==> config.mk <==
export PLATFORM = sky130hd
export DESIGN_NAME = cache_control
export DESIGN_NICKNAME = d
export VERILOG_FILES = /design/src/rtl/cache_control.sv
export SDC_FILE = /design/constraint.sdc
export NUM_CORES = 1
export LEC_CHECK = 0
export ABC_AREA = 1
export BUFFER_PORTS_ARGS = -buffer_cell sky130_fd_sc_hd__buf_2
export CAP_MARGIN = 20
export CORE_MARGIN = 5
export CORE_UTILIZATION = 40
export CTS_BUF_LIST = sky130_fd_sc_hd__clkbuf_16
export CTS_CLUSTER_SIZE = 24
export DETAILED_ROUTE_END_ITERATION = 8
export PLACE_DENSITY_LB_ADDON = 0.15
export SETUP_SLACK_MARGIN = 0.5
export SLEW_MARGIN = 20
export SYNTH_ARGS = -nofsm -noshare
export SYNTH_HDL_FRONTEND = slang
export SYNTH_SLANG_ARGS = --single-unit
export TNS_END_PERCENT = 50
==> constraint.sdc <==
create_clock -name clk -period 1.8 [get_ports clk]
set_input_delay 0.09 -clock clk [delete_from_list [all_inputs] [get_ports clk]]
set_output_delay 0.09 -clock clk [all_outputs]
set_load 0.02 [all_outputs]
==> src/rtl/cache_control.sv <==
// rtl/cache_control.sv - two-way set-associative cache controller FSM with hit/miss counters
//
// Ports:
//   clk, rst_n                   clock; asynchronous active-low reset
//   mem_read, mem_write          CPU request, held until mem_resp (write wins if both)
//   hit0, hit1                   tag match + valid for way 0 / way 1 of the current set
//   lru_bit, victim_dirty        LRU way of the set and the dirty bit of that way
//   pmem_resp                    one-cycle completion pulse from physical memory
//   mem_resp                     CPU access complete
//   pmem_read, pmem_write        physical memory line read / write request
//   pmem_addr_sel                0 = CPU line address, 1 = victim tag address
//   lru_or_way, way_sel          load arbitrator steering (0 = lru_bit, 1 = way_sel)
//   load_data/tag/valid          array loads for the arbitrated way
//   set_dirty, clear_dirty       dirty-bit update for the arbitrated way
//   load_lru, lru_in             LRU update; lru_in is the way not just used
//   hit_count, miss_count        16-bit wrapping performance counters

module cache_control (
   input  logic        clk,
   input  logic        rst_n,
   input  logic        mem_read,
   input  logic        mem_write,
   input  logic        hit0,
   input  logic        hit1,
   input  logic        lru_bit,
   input  logic        victim_dirty,
   input  logic        pmem_resp,
   output logic        mem_resp,
   output logic        pmem_read,
   output logic        pmem_write,
   output logic        pmem_addr_sel,
   output logic        lru_or_way,
   output logic        way_sel,
   output logic        load_data,
   output logic        load_tag,
   output logic        load_valid,
   output logic        set_dirty,
   output logic        clear_dirty,
   output logic        load_lru,
   output logic        lru_in,
   output logic [15:0] hit_count,
   output logic [15:0] miss_count
);

   typedef enum logic [1:0] {
      S_IDLE      = 2'd0,
      S_HITMISS   = 2'd1,
      S_WRITEBACK = 2'd2,
      S_FILL      = 2'd3
   } state_t;

   state_t state;
   logic   miss_pending;
   logic   req;
   logic   is_write;
   logic   hit;

   assign req      = mem_read | mem_write;
   assign is_write = mem_write;
   assign hit      = hit0 | hit1;

   // lru_bit only matters to the external load arbitrator; the FSM never looks at it.
   logic unused_lru_bit;
   assign unused_lru_bit = lru_bit;

   always_ff @(posedge clk or negedge rst_n) begin
      if (!rst_n) begin
         state        <= S_IDLE;
         miss_pending <= 1'b0;
         hit_count    <= 16'd0;
         miss_count   <= 16'd0;
      end else begin
         case (state)
            S_IDLE: begin
               if (req) state <= S_HITMISS;
            end
            S_HITMISS: begin
               if (!req) begin
                  state        <= S_IDLE;
                  miss_pending <= 1'b0;
               end else if (hit) begin
                  // A hit while miss_pending is the retry after our own fill.
                  if (!miss_pending) hit_count <= hit_count + 16'd1;
                  state        <= S_IDLE;
                  miss_pending <= 1'b0;
               end else begin
                  if (!miss_pending) miss_count <= miss_count + 16'd1;
                  miss_pending <= 1'b1;
                  state        <= victim_dirty ? S_WRITEBACK : S_FILL;
               end
            end
            S_WRITEBACK: begin
               if (pmem_resp) state <= S_FILL;
            end
            S_FILL: begin
               if (pmem_resp) state <= S_HITMISS;
            end
            default: state <= S_IDLE;
         endcase
      end
   end

   always_comb begin
      mem_resp      = 1'b0;
      pmem_read     = 1'b0;
      pmem_write    = 1'b0;
      pmem_addr_sel = 1'b0;
      lru_or_way    = 1'b0;
      way_sel       = 1'b0;
      load_data     = 1'b0;
      load_tag      = 1'b0;
      load_valid    = 1'b0;
      set_dirty     = 1'b0;
      clear_dirty   = 1'b0;
      load_lru      = 1'b0;
      lru_in        = 1'b0;
      case (state)
         S_HITMISS: begin
            if (req && hit) begin
               mem_resp   = 1'b1;
               load_lru   = 1'b1;
               lru_or_way = 1'b1;
               // way 1 wins if both hits are (illegally) asserted
               way_sel    = hit1;
               lru_in     = ~hit1;
               if (is_write) begin
                  load_data = 1'b1;
                  set_dirty = 1'b1;
               end
            end
         end
         S_WRITEBACK: begin
            pmem_write    = 1'b1;
            pmem_addr_sel = 1'b1;
         end
         S_FILL: begin
            pmem_read = 1'b1;
            if (pmem_resp) begin
               load_data   = 1'b1;
               load_tag    = 1'b1;
               load_valid  = 1'b1;
               clear_dirty = 1'b1;
            end
         end
         default: ;
      endcase
   end

endmodule

==> run_results.csv, run 1 <==
group,metric,value,unit
cells_and_area,final_util,0.574,
cells_and_area,areaGrowthSynthToFinish,40.2,%
cells_and_area,share_of_cells_above_drive_strength_1,0.386,
setup_path,launch_point_of_the_critical_path,"state[1]",
hold_path,worst_hold_path_endpoint,"state[0]",
global_routing,grt.met1_usage,0.176,
synthesis,ys_types,25,
sta,setup_violations,0,
cts,cts_tree,"built",
sta,worst_pin_slew,0.576,ns
hold_path,holdPathStages,4,
synthesis,synth.largest_area_cell,"dfrtp_1",
setup_path,worst_path_dominant_cell_family,"buffers and inverters",
setup_path,critPathKind,"register to register",
setup_path,worst_r2r_path_depth,9,
synthesis,synthesis.instances,260,
sta,timing.final.crit_share,0.846,
sta,setup_repair_after_global_routing_missed_its_margin,"true",
global_routing,grt-busiest-layer,"met2",
cts,cts_max_path_buffers,2,
cells_and_area,final_common_cell,"nand2_1",
cells_and_area,final_net_count,353,
global_routing,grtUsageMet2,0.273,
die,initial_utilization,0.410,
setup_path,crit_slowest_cell,"dfrtp_1",
setup_path,worstReg2RegEnd,"miss_count[4]",
routing,post_drt_via_cell_ratio,4.69,
synthesis,yosysWarnings,0,
setup_path,worstPathBufferInverterCount,4,
synthesis,post-synth-top-area-fraction,0.418,
hold_path,hp-class,"input port to register",
routing,dr.pass1.iters,4,
global_routing,globalRouteTotalUtil,0.150,
synthesis,synth_fp_nets,275,
placed_design,place_hpwl,3340,um
cts,ctsHtreeMaxLevel,2,
routing,drtAntennaViolNets,0,
die,design.die.area,6780,sq um
routing,route.final.wire_length,4800,um
routing,drc,0,
sta,drv_slew,0,
synthesis,synth-seq-cells,35,
power,vdd_ir_drop_max,0.787,mV
setup_path,worst-r2r-setup-slack,0.28,ns
setup_path,worstSetupEndpointType,"register",
routing,num_vias,1918,
cts,cts.sink_count,35,
routing,drt_iter0_markers,53,
global_routing,grt-ovfl-total,0,
setup_path,reg2reg_from,"state[1]",
synthesis,synth.cell_area,2090,sq um
cts,clock_insertion_delay_worst_skew,0.27,ns
synthesis,synth-edff-count,0,
global_routing,number_of_global_route_vias_before_repair,1777,
cells_and_area,mostFrequentLayoutCells,"nand2_1, buf_2, inv_1, dfrtp_1, nor2_1",
setup_path,critPathRequiredTime,1.99,ns
synthesis,synth.area.top_cells,"dfrtp_1, nand2_1, inv_1",
power,pd_cells,1250,nW/um^2
placed_design,io_buffers,52,
power,p_leak,1.54,nW
sta,period_minus_slack,1.52,ns
die,dieWidth,82.3,um
die,floorplan.core_area,5110,sq um
cts,numCtsBuffers,5,
global_routing,grt_max_degree,26,
global_routing,grt_antenna_before_repair,0,
synthesis,synth_top_flop_cell,"dfrtp_1",
routing,route.detailed.wl_per_inst,11.7,um
synthesis,post_synthesis_async_set_or_reset_flop_share,1.00,
synthesis,postSynthAreaPerCell,8.05,sq um
die,i_o_pins,54,
setup_path,crit_path_max_fanout,6,
job,max-cap-violations,0,
cells_and_area,fillerInstances,489,
setup_path,crit_cells,9,
setup_path,crit_arrival,1.72,ns
setup_path,critPathMaxStageDelay,0.38,ns
sta,timing.clock.skew,0.00624,ns
global_routing,grt_pass1_wl,7950,um
setup_path,kind_of_start_point_of_the_critical_path,"register",
sta,hold_viol,0,
sta,slew_headroom,0.616,
global_routing,met3_routing_resource_usage_after_global_routing,0.0315,
cts,clock-root-buffer,"clkbuf_16",
synthesis,yosysSeqAreaShare,0.418,
sta,setup_total_negative_slack,0,ns
sta,finalHoldWorstSlack,0.146,ns
cts,clk_pin_slew,0.05,ns
placed_design,final_wtd_congestion,0.800,
sta,fmaxAchievable,0.657,GHz
die,fp-row-count,26,
die,die_h,82.3,um
setup_path,path_cells,"inv_2 > ha_4 > inv_4 > nor2_4 > buf_6 > nand3_4 > buf_4 > nor2_1 > xor2_1",
run_status,run_status,"completed",
hold_path,worst_hold_startpoint,"victim_dirty",
power,post-layout-total-power,0.00366,W
cells_and_area,n_antenna_cell,0,
how the worst max path moves through the flow:
stage,end
6_report,miss_count[4]
5_1_grt,miss_count[12]
4_1_cts,lru_in
3_5_place_dp,miss_count[10]
3_3_place_gp,miss_count[14]
2_1_floorplan,miss_count[9]
per-layer routing:
layer	vias to the layer above	part of all wire
met5	-	0
met4	0	0.0079
met3	4	0.042
met2	37	0.53
met1	925	0.42
li1	952	-
metrics by stage:
step                instances  setup slack, ns  instance area [sq um]
floorplan                 260            0.444                   2140
global placement          378            0.318                   2460
finish                    409            0.278                   2930
detailed placement        378            0.312                   2460
global route              409            0.188                   2930
CTS                       402            0.277                   2820
registers in the layout, summed over array words and instances, names as in the netlist:
name and cells:
miss_pending 1, miss_count 16, state 2, hit_count 16
worst register-to-register path, stage by stage (launching register included):
cell and delay [ns]:
dfrtp_1 0.38, inv_2 0.10, ha_4 0.16, inv_4 0.04, nor2_4 0.12, buf_6 0.13
nand3_4 0.11, buf_4 0.17, nor2_1 0.10, xor2_1 0.15
power breakdown:
part / switching, W / internal, W / leakage, nW
combinational: 0.000972 / 0.000756 / 1.01
clock: 0.000300 / 0.000497 / 0.0776
sequential: 0.000179 / 0.000951 / 0.450
final cells by class:
cell class | count | area (sq um) | share of cell area
Multi-Input combinational cell | 189 | 1190 | 0.407
Clock inverter | 3 | 11.3 | 0.00384
Inverter | 33 | 129 | 0.0439
Tap cell | 70 | 87.6 | 0.0299
Sequential cell | 35 | 881 | 0.300
Clock buffer | 5 | 125 | 0.0426
Timing Repair Buffer | 74 | 505 | 0.172
Yosys cell counts (2+ instances only):
| master | n |
|---|---|
| xnor2_1 | 6 |
| xnor2_2 | 2 |
| nand3_1 | 13 |
| nand2_1 | 82 |
| inv_1 | 30 |
| o21ai_0 | 4 |
| nor2_2 | 5 |
| nor2_1 | 26 |
| nor3_1 | 3 |
| ha_1 | 6 |
| xor2_1 | 10 |
| nand2_2 | 6 |
| nand3b_1 | 4 |
| inv_2 | 3 |
| dfrtp_1 | 35 |
| nor2_4 | 6 |
| buf_4 | 5 |
| nor2_8 | 2 |
| nand4_1 | 6 |
what timing repair did:
action,CTS,global route
gates cloned,2,0
hold endpoints to repair,24,0
pin swaps,6,16
buffers inserted,13,7
hold buffers,1,0
setup endpoints to repair,42,48
gates resized for setup,21,20
cells by family after synthesis:
kind of cell | Yosys count | share of synthesized area
buffers and inverters | 38 | 0.0771
xor gates and xnor gates | 18 | 0.0825
adders and majority gates | 6 | 0.0359
and+or+nand+nor | 157 | 0.371
AOI/OAI and AO/OA | 6 | 0.0155
DFF | 35 | 0.418
No activity file was read; power rests on OpenSTA's default activity.
==> run 2, diff against run 1 <==
--- a/config.mk
+++ b/config.mk
@@ -5,7 +5,7 @@
 export SDC_FILE = /design/constraint.sdc
 export NUM_CORES = 1
 export LEC_CHECK = 0
-export ABC_AREA = 1
+export ABC_AREA = 0
 export BUFFER_PORTS_ARGS = -buffer_cell sky130_fd_sc_hd__buf_2
 export CAP_MARGIN = 20
 export CORE_MARGIN = 5
==> constraint.sdc (replaced) <==
create_clock -name clk -period 1.57 [get_ports clk]
set_input_delay 0.0785 -clock clk [delete_from_list [all_inputs] [get_ports clk]]
set_output_delay 0.0785 -clock clk [all_outputs]
set_load 0.02 [all_outputs]
==> run_results.csv, run 2 <==
group,metric,value,unit
synthesis,synth_common_cells,"dfrtp_1, xnor2_1, nand2_1, nand3_1",
cts,cts_max_path_buffers,2,
setup_path,worst_path_dominant_cell_family,"flip-flops",
sta,setup_total_negative_slack,0,ns
global_routing,number_of_global_route_vias_before_repair,1466,
sta,setup_violations,0,
sta,hold_viol,35,
setup_path,critPathKind,"register to output port",
setup_path,worstSetupEndpointType,"output port",
power,share_seq_of_total_power,0.301,
routing,route.detailed.wl_per_inst,15.3,um
sta,drv_slew,0,
setup_path,crit_arrival,1.48,ns
setup_path,critPathMaxStageDelay,0.46,ns
global_routing,grt-ovfl-total,0,
cts,clk_pin_slew,0.06,ns
setup_path,reg2reg_from,"state[1]",
cts,ctsHtreeMaxLevel,2,
run_status,run_status,"finished, violations left",
synthesis,synth_top_flop_cell,"dfrtp_1",
sta,period_minus_slack,1.56,ns
power,post-layout-total-power,0.00415,W
setup_path,worst_r2r_path_depth,6,
synthesis,synth.area.top_cells,"dfrtp_1, xnor2_1, xor2_1",
die,fp-row-count,24,
cells_and_area,top_regs,"hit_count (16), miss_count (16), state (2)",
synthesis,synth-edff-count,0,
synthesis,synthesis.instances,157,
die,die_h,76.0,um
cells_and_area,mostFrequentLayoutCells,"buf_2, dfrtp_1, buf_6",
sta,worst_pin_slew,0.807,ns
setup_path,crit_slowest_cell,"dfrtp_2",
run_status,violations,"hold timing",
setup_path,critical_path_s_most_frequent_cell,"buf_6",
sta,timing.clock.skew,0.00566,ns
global_routing,grt_max_degree,36,
setup_path,worst-r2r-setup-slack,0.02,ns
global_routing,globalRouteTotalUtil,0.145,
synthesis,synth-seq-cells,35,
placed_design,final_wtd_congestion,0.865,
setup_path,critPathRequiredTime,1.49,ns
setup_path,crit_path_max_fanout,5,
power,power.share.switching,0.333,
setup_path,kind_of_start_point_of_the_critical_path,"register",
die,initial_utilization,0.406,
die,dieWidth,76.0,um
job,max-cap-violations,0,
power,p_leak,1.35,nW
routing,dr.pass1.iters,4,
cells_and_area,n_antenna_cell,0,
synthesis,ys_types,30,
die,design.die.area,5780,sq um
die,floorplan.core_area,4290,sq um
routing,route.final.wire_length,4210,um
placed_design,place_hpwl,2780,um
cells_and_area,final_common_cell,"buf_2",
cells_and_area,share_of_cells_above_drive_strength_1,0.538,
sta,fmaxAchievable,0.643,GHz
synthesis,yosysSeqAreaShare,0.502,
cts,numCtsBuffers,5,
cts,clock_insertion_delay_worst_skew,0.28,ns
synthesis,cell_with_the_most_instances_after_synthesis,"dfrtp_1",
power,power.internal,0.00277,W
setup_path,path_cells,"ha_4 > o21a_1 > buf_6 > and2_4 > buf_6",
synthesis,synth_fp_nets,172,
cells_and_area,final_net_count,237,
synthesis,synth.cell_area,1740,sq um
setup_path,worstReg2RegEnd,"hit_count[5]",
power,vdd_ir_drop_max,0.876,mV
synthesis,synth.largest_area_cell,"dfrtp_1",
hold_path,hp-class,"input port to async pin",
die,i_o_pins,54,
sta,setup_repair_after_global_routing_missed_its_margin,"true",
cts,cts_tree,"built",
synthesis,yosysWarnings,0,
routing,post_drt_via_cell_ratio,5.05,
synthesis,post-synth-top-area-fraction,0.502,
synthesis,post_synthesis_async_set_or_reset_flop_share,1.00,
sta,timing.final.crit_share,0.991,
cells_and_area,areaGrowthSynthToFinish,51.9,%
global_routing,grt_antenna_before_repair,0,
power,power_switching,0.00138,W
setup_path,worstPathBufferInverterCount,2,
routing,num_vias,1390,
setup_path,launch_point_of_the_critical_path,"state[0]",
synthesis,postSynthAreaPerCell,11.1,sq um
power,clkPwrFrac,0.313,
placed_design,io_buffers,52,
sta,slew_headroom,0.462,
routing,drtAntennaViolNets,0,
global_routing,grt_pass1_wl,6840,um
routing,drt_iter0_markers,47,
cts,clock-root-buffer,"clkbuf_16",
sta,finalHoldWorstSlack,-0.107,ns
power,power_frac_comb,0.386,
routing,drc,0,
cts,cts.sink_count,35,
power,pd_cells,1570,nW/um^2
run 2: cell type report:
cell class	count	area, sq um
well taps	52	65.1
clock buffers	5	125
inverters	3	11.3
multi-input cells	111	1040
clock inverters	3	67.6
flip-flops and latches	35	878
fillers	367	1650
repair buffers	66	457
run 2: power groups by stage:
stage	clock (W)	sequential, W	combinational (W)
floorplan	0	0.00135	0.000637
global placement	0	0.00122	0.00109
detailed placement	0	0.00124	0.00113
CTS	0.00131	0.00123	0.00137
global route	0.00136	0.00127	0.00172
finish	0.00130	0.00125	0.00160
run 2: logic make-up (layout without fill, tap and decap cells):
family | count (synthesis) | in the layout | synth area share
mux | 4 | 4 | 0.0251
buf+inv | 11 | 77 | 0.0416
xor+xnor | 30 | 30 | 0.151
simple gates | 64 | 64 | 0.212
compound gates | 7 | 7 | 0.0251
flops | 35 | 35 | 0.502
fa+ha+maj | 6 | 6 | 0.0430
run 2: worst max path at each step:
stage | endpoint | slack, ns | cells past startpoint
after floorplan | hit_count[5] | 0.04 | 7
after global placement | hit_count[11] | 0.02 | 6
after detailed placement | hit_count[5] | -0.05 | 6
after CTS | load_data | 0.03 | 5
after global routing | hit_count[5] | -0.05 | 6
final | way_sel | 0.01 | 5
run 2: through the flow:
| step | setup WS, ns | util | instances | instance area (sq um) |
|---|---|---|---|---|
| CTS | 0.0252 | 0.563 | 272 | 2420 |
| global placement | 0.0187 | 0.487 | 260 | 2090 |
| global route | -0.0462 | 0.617 | 275 | 2650 |
| floorplan | 0.0397 | - | 157 | 1770 |
| finish | 0.0138 | 0.617 | 275 | 2650 |
| detailed placement | -0.0485 | 0.487 | 260 | 2090 |
run 2: worst register-to-register path, cell delays in order, from the launching register on:
cell,delay [ns]
dfrtp_1,0.40
inv_2,0.09
ha_4,0.17
o221a_4,0.21
and4_4,0.29
nand4_1,0.13
xnor2_1,0.15
run 2: layer usage:
layer	wire [um]	up-vias	track usage	share of wire
met1	1900	678	0.179	0.45
met5	0	-	0	0
met3	200	4	0.0366	0.048
li1	-	672	-	-
met4	42	0	0.0587	0.010
met2	2060	36	0.238	0.49
run 2: timing repair:
action                     in CTS  in global routing
hold endpoints to repair       35                 35
pin swaps                      13                 20
setup endpoints to repair      48                 49
resized for setup              30                 49
buffers inserted                4                  3
==> run 3, diff against run 2 <==
--- a/config.mk
+++ b/config.mk
@@ -13,7 +13,7 @@
 export CTS_BUF_LIST = sky130_fd_sc_hd__clkbuf_16
 export CTS_CLUSTER_SIZE = 24
 export DETAILED_ROUTE_END_ITERATION = 8
-export PLACE_DENSITY_LB_ADDON = 0.15
+export PLACE_DENSITY = 0.61
 export SETUP_SLACK_MARGIN = 0.5
 export SLEW_MARGIN = 20
 export SYNTH_ARGS = -nofsm -noshare
==> run_results.csv, run 3 (synthesis gave the netlist of run 2 again) <==
group,metric,value,unit
job,max-cap-violations,0,
setup_path,crit_path_max_fanout,5,
sta,timing.final.crit_share,0.989,
routing,route.detailed.wl_per_inst,14.4,um
setup_path,worst-r2r-setup-slack,0.03,ns
routing,drtAntennaViolNets,0,
die,floorplan.core_area,4290,sq um
power,power_switching,0.00137,W
die,design.die.area,5780,sq um
setup_path,kind_of_start_point_of_the_critical_path,"register",
power,pd_cells,1560,nW/um^2
cts,cts_tree,"built",
power,vdd_ir_drop_max,0.884,mV
die,dieWidth,76.0,um
cells_and_area,n_antenna_cell,0,
routing,dr.pass1.iters,4,
setup_path,worstSetupEndpointType,"output port",
global_routing,grt_pass1_wl,6710,um
placed_design,final_wtd_congestion,0.737,
cells_and_area,areaGrowthSynthToFinish,52.6,%
placed_design,io_buffers,52,
placed_design,place_hpwl,2600,um
cts,clock_insertion_delay_worst_skew,0.28,ns
sta,period_minus_slack,1.55,ns
cells_and_area,final_common_cell,"buf_2",
die,die_h,76.0,um
routing,num_vias,1398,
cts,ctsHtreeMaxLevel,2,
cells_and_area,layout.cells.non_filler,279,
setup_path,crit_arrival,1.47,ns
cts,clk_pin_slew,0.05,ns
cells_and_area,final_cell_area,2660,sq um
cts,clock-root-buffer,"clkbuf_16",
run_status,run_status,"completed",
cells_and_area,regArea,877,sq um
cts,numCtsBuffers,5,
global_routing,globalRouteTotalUtil,0.140,
setup_path,reg2reg_from,"state[1]",
die,fp-row-count,24,
placed_design,dpl.cell_count,264,
cells_and_area,final_util,0.620,
global_routing,number_of_global_route_vias_before_repair,1422,
sta,slew_headroom,0.708,
die,initial_utilization,0.406,
routing,post_drt_via_cell_ratio,5.01,
setup_path,worst_r2r_path_depth,6,
hold_path,holdPathStages,3,
sta,worst_pin_slew,0.437,ns
placed_design,placedInstanceArea,2120,sq um
sta,post-route-worst-setup-slack,0.0170,ns
cells_and_area,final_net_count,241,
routing,drc,0,
global_routing,grt_antenna_before_repair,0,
hold_path,hp-class,"input port to register",
cells_and_area,fillerInstances,349,
sta,setup_repair_after_global_routing_missed_its_margin,"true",
sta,hold_viol,0,
power,share_seq_of_total_power,0.298,
power,power.share.switching,0.330,
routing,route.final.wire_length,4030,um
sta,setup_violations,0,
cells_and_area,share_of_cells_above_drive_strength_1,0.542,
cts,cts_max_path_buffers,2,
global_routing,grt-ovfl-total,0,
sta,fmaxAchievable,0.644,GHz
power,p_leak,1.35,nW
hold_path,worst_hold_startpoint,"victim_dirty",
hold_path,worst_hold_path_endpoint,"state[0]",
sta,timing.clock.skew,0.00568,ns
setup_path,critPathKind,"register to output port",
power,power_frac_comb,0.393,
power,power.internal,0.00278,W
die,i_o_pins,54,
routing,drt_iter0_markers,65,
setup_path,worstReg2RegEnd,"hit_count[5]",
sta,finalHoldWorstSlack,0.200,ns
global_routing,grt_max_degree,36,
placed_design,dp_slack,0.00580,ns
cts,cts.sink_count,35,
power,clkPwrFrac,0.308,
cells_and_area,multi_input_area,1040,sq um
cells_and_area,top_regs,"hit_count (16), miss_count (16), state (2)",
sta,drv_slew,0,
setup_path,critPathRequiredTime,1.49,ns
cells_and_area,mostFrequentLayoutCells,"buf_2, dfrtp_1, xnor2_1",
==> run 3: changes by cell type in the layout (fill, tap and decap cells not counted), moves of 2 or more <==
cell	delta
nand2_2	+2
buf_4	+4
nand2_4	-2
buf_6	-3
buf_2	+2
nand3_2	+2
==> run 3: worst max-delay path: stages, from the launching register on <==
cell and delay (ns):
dfrtp_1 0.41, inv_2 0.09, ha_4 0.17, o21ai_4 0.08
buf_6 0.12, nor3b_2 0.17, buf_4 0.17
==> run 3: area by class of cell <==
| class | instances | share of cell area |
|---|---|---|
| clock buffers | 5 | 0.0470 |
| clock inverters | 3 | 0.0254 |
| inverters | 3 | 0.00423 |
| multi-input cells | 111 | 0.392 |
| flip-flops and latches | 35 | 0.330 |
| well taps | 52 | 0.0244 |
| repair buffers | 70 | 0.178 |
==> run 3: repair_timing <==
item	4_1_cts	5_1_grt
hold buffers	1	0
pin swaps	17	19
buffers inserted	5	1
gates resized for setup	36	35
setup endpoints to repair	48	48
endpoints found under the hold margin	35	0
==> run 3: power groups by stage <==
stage               sequential (W)  combinational, W  clock [W]
floorplan                  0.00135          0.000637          0
global placement           0.00122           0.00115          0
global route               0.00125           0.00174    0.00135
CTS                        0.00123           0.00142    0.00131
detailed placement         0.00122           0.00116          0
finish                     0.00124           0.00163    0.00128
==> run 3: worst max path at each step <==
stage          startpoint       endpoint  slack (ns)  cells past startpoint
6_report         state[1]         lru_in        0.02                      6
3_5_place_dp     state[0]   hit_count[5]       0.006                      5
5_1_grt          state[1]         lru_in       -0.04                      6
3_3_place_gp     state[0]  hit_count[11]        0.04                      5
2_1_floorplan    state[1]   hit_count[5]        0.04                      7
4_1_cts          state[1]      load_data        0.03                      5
==> run 3: layer usage <==
| metal | vias to the layer above | global-route usage | part of all wire |
|---|---|---|---|
| met3 | 6 | 0.0414 | 0.050 |
| met5 | - | 0 | 0 |
| li1 | 673 | - | - |
| met2 | 33 | 0.237 | 0.52 |
| met1 | 686 | 0.168 | 0.42 |
| met4 | 0 | 0.0480 | 0.013 |
==> run 3: through the flow <==
stage / TNS [ns] / total power [W]
detailed placement: 0 / 0.00238
finish: 0 / 0.00414
floorplan: 0 / 0.00198
global route: -0.225 / 0.00435
CTS: 0 / 0.00396
global placement: 0 / 0.00237
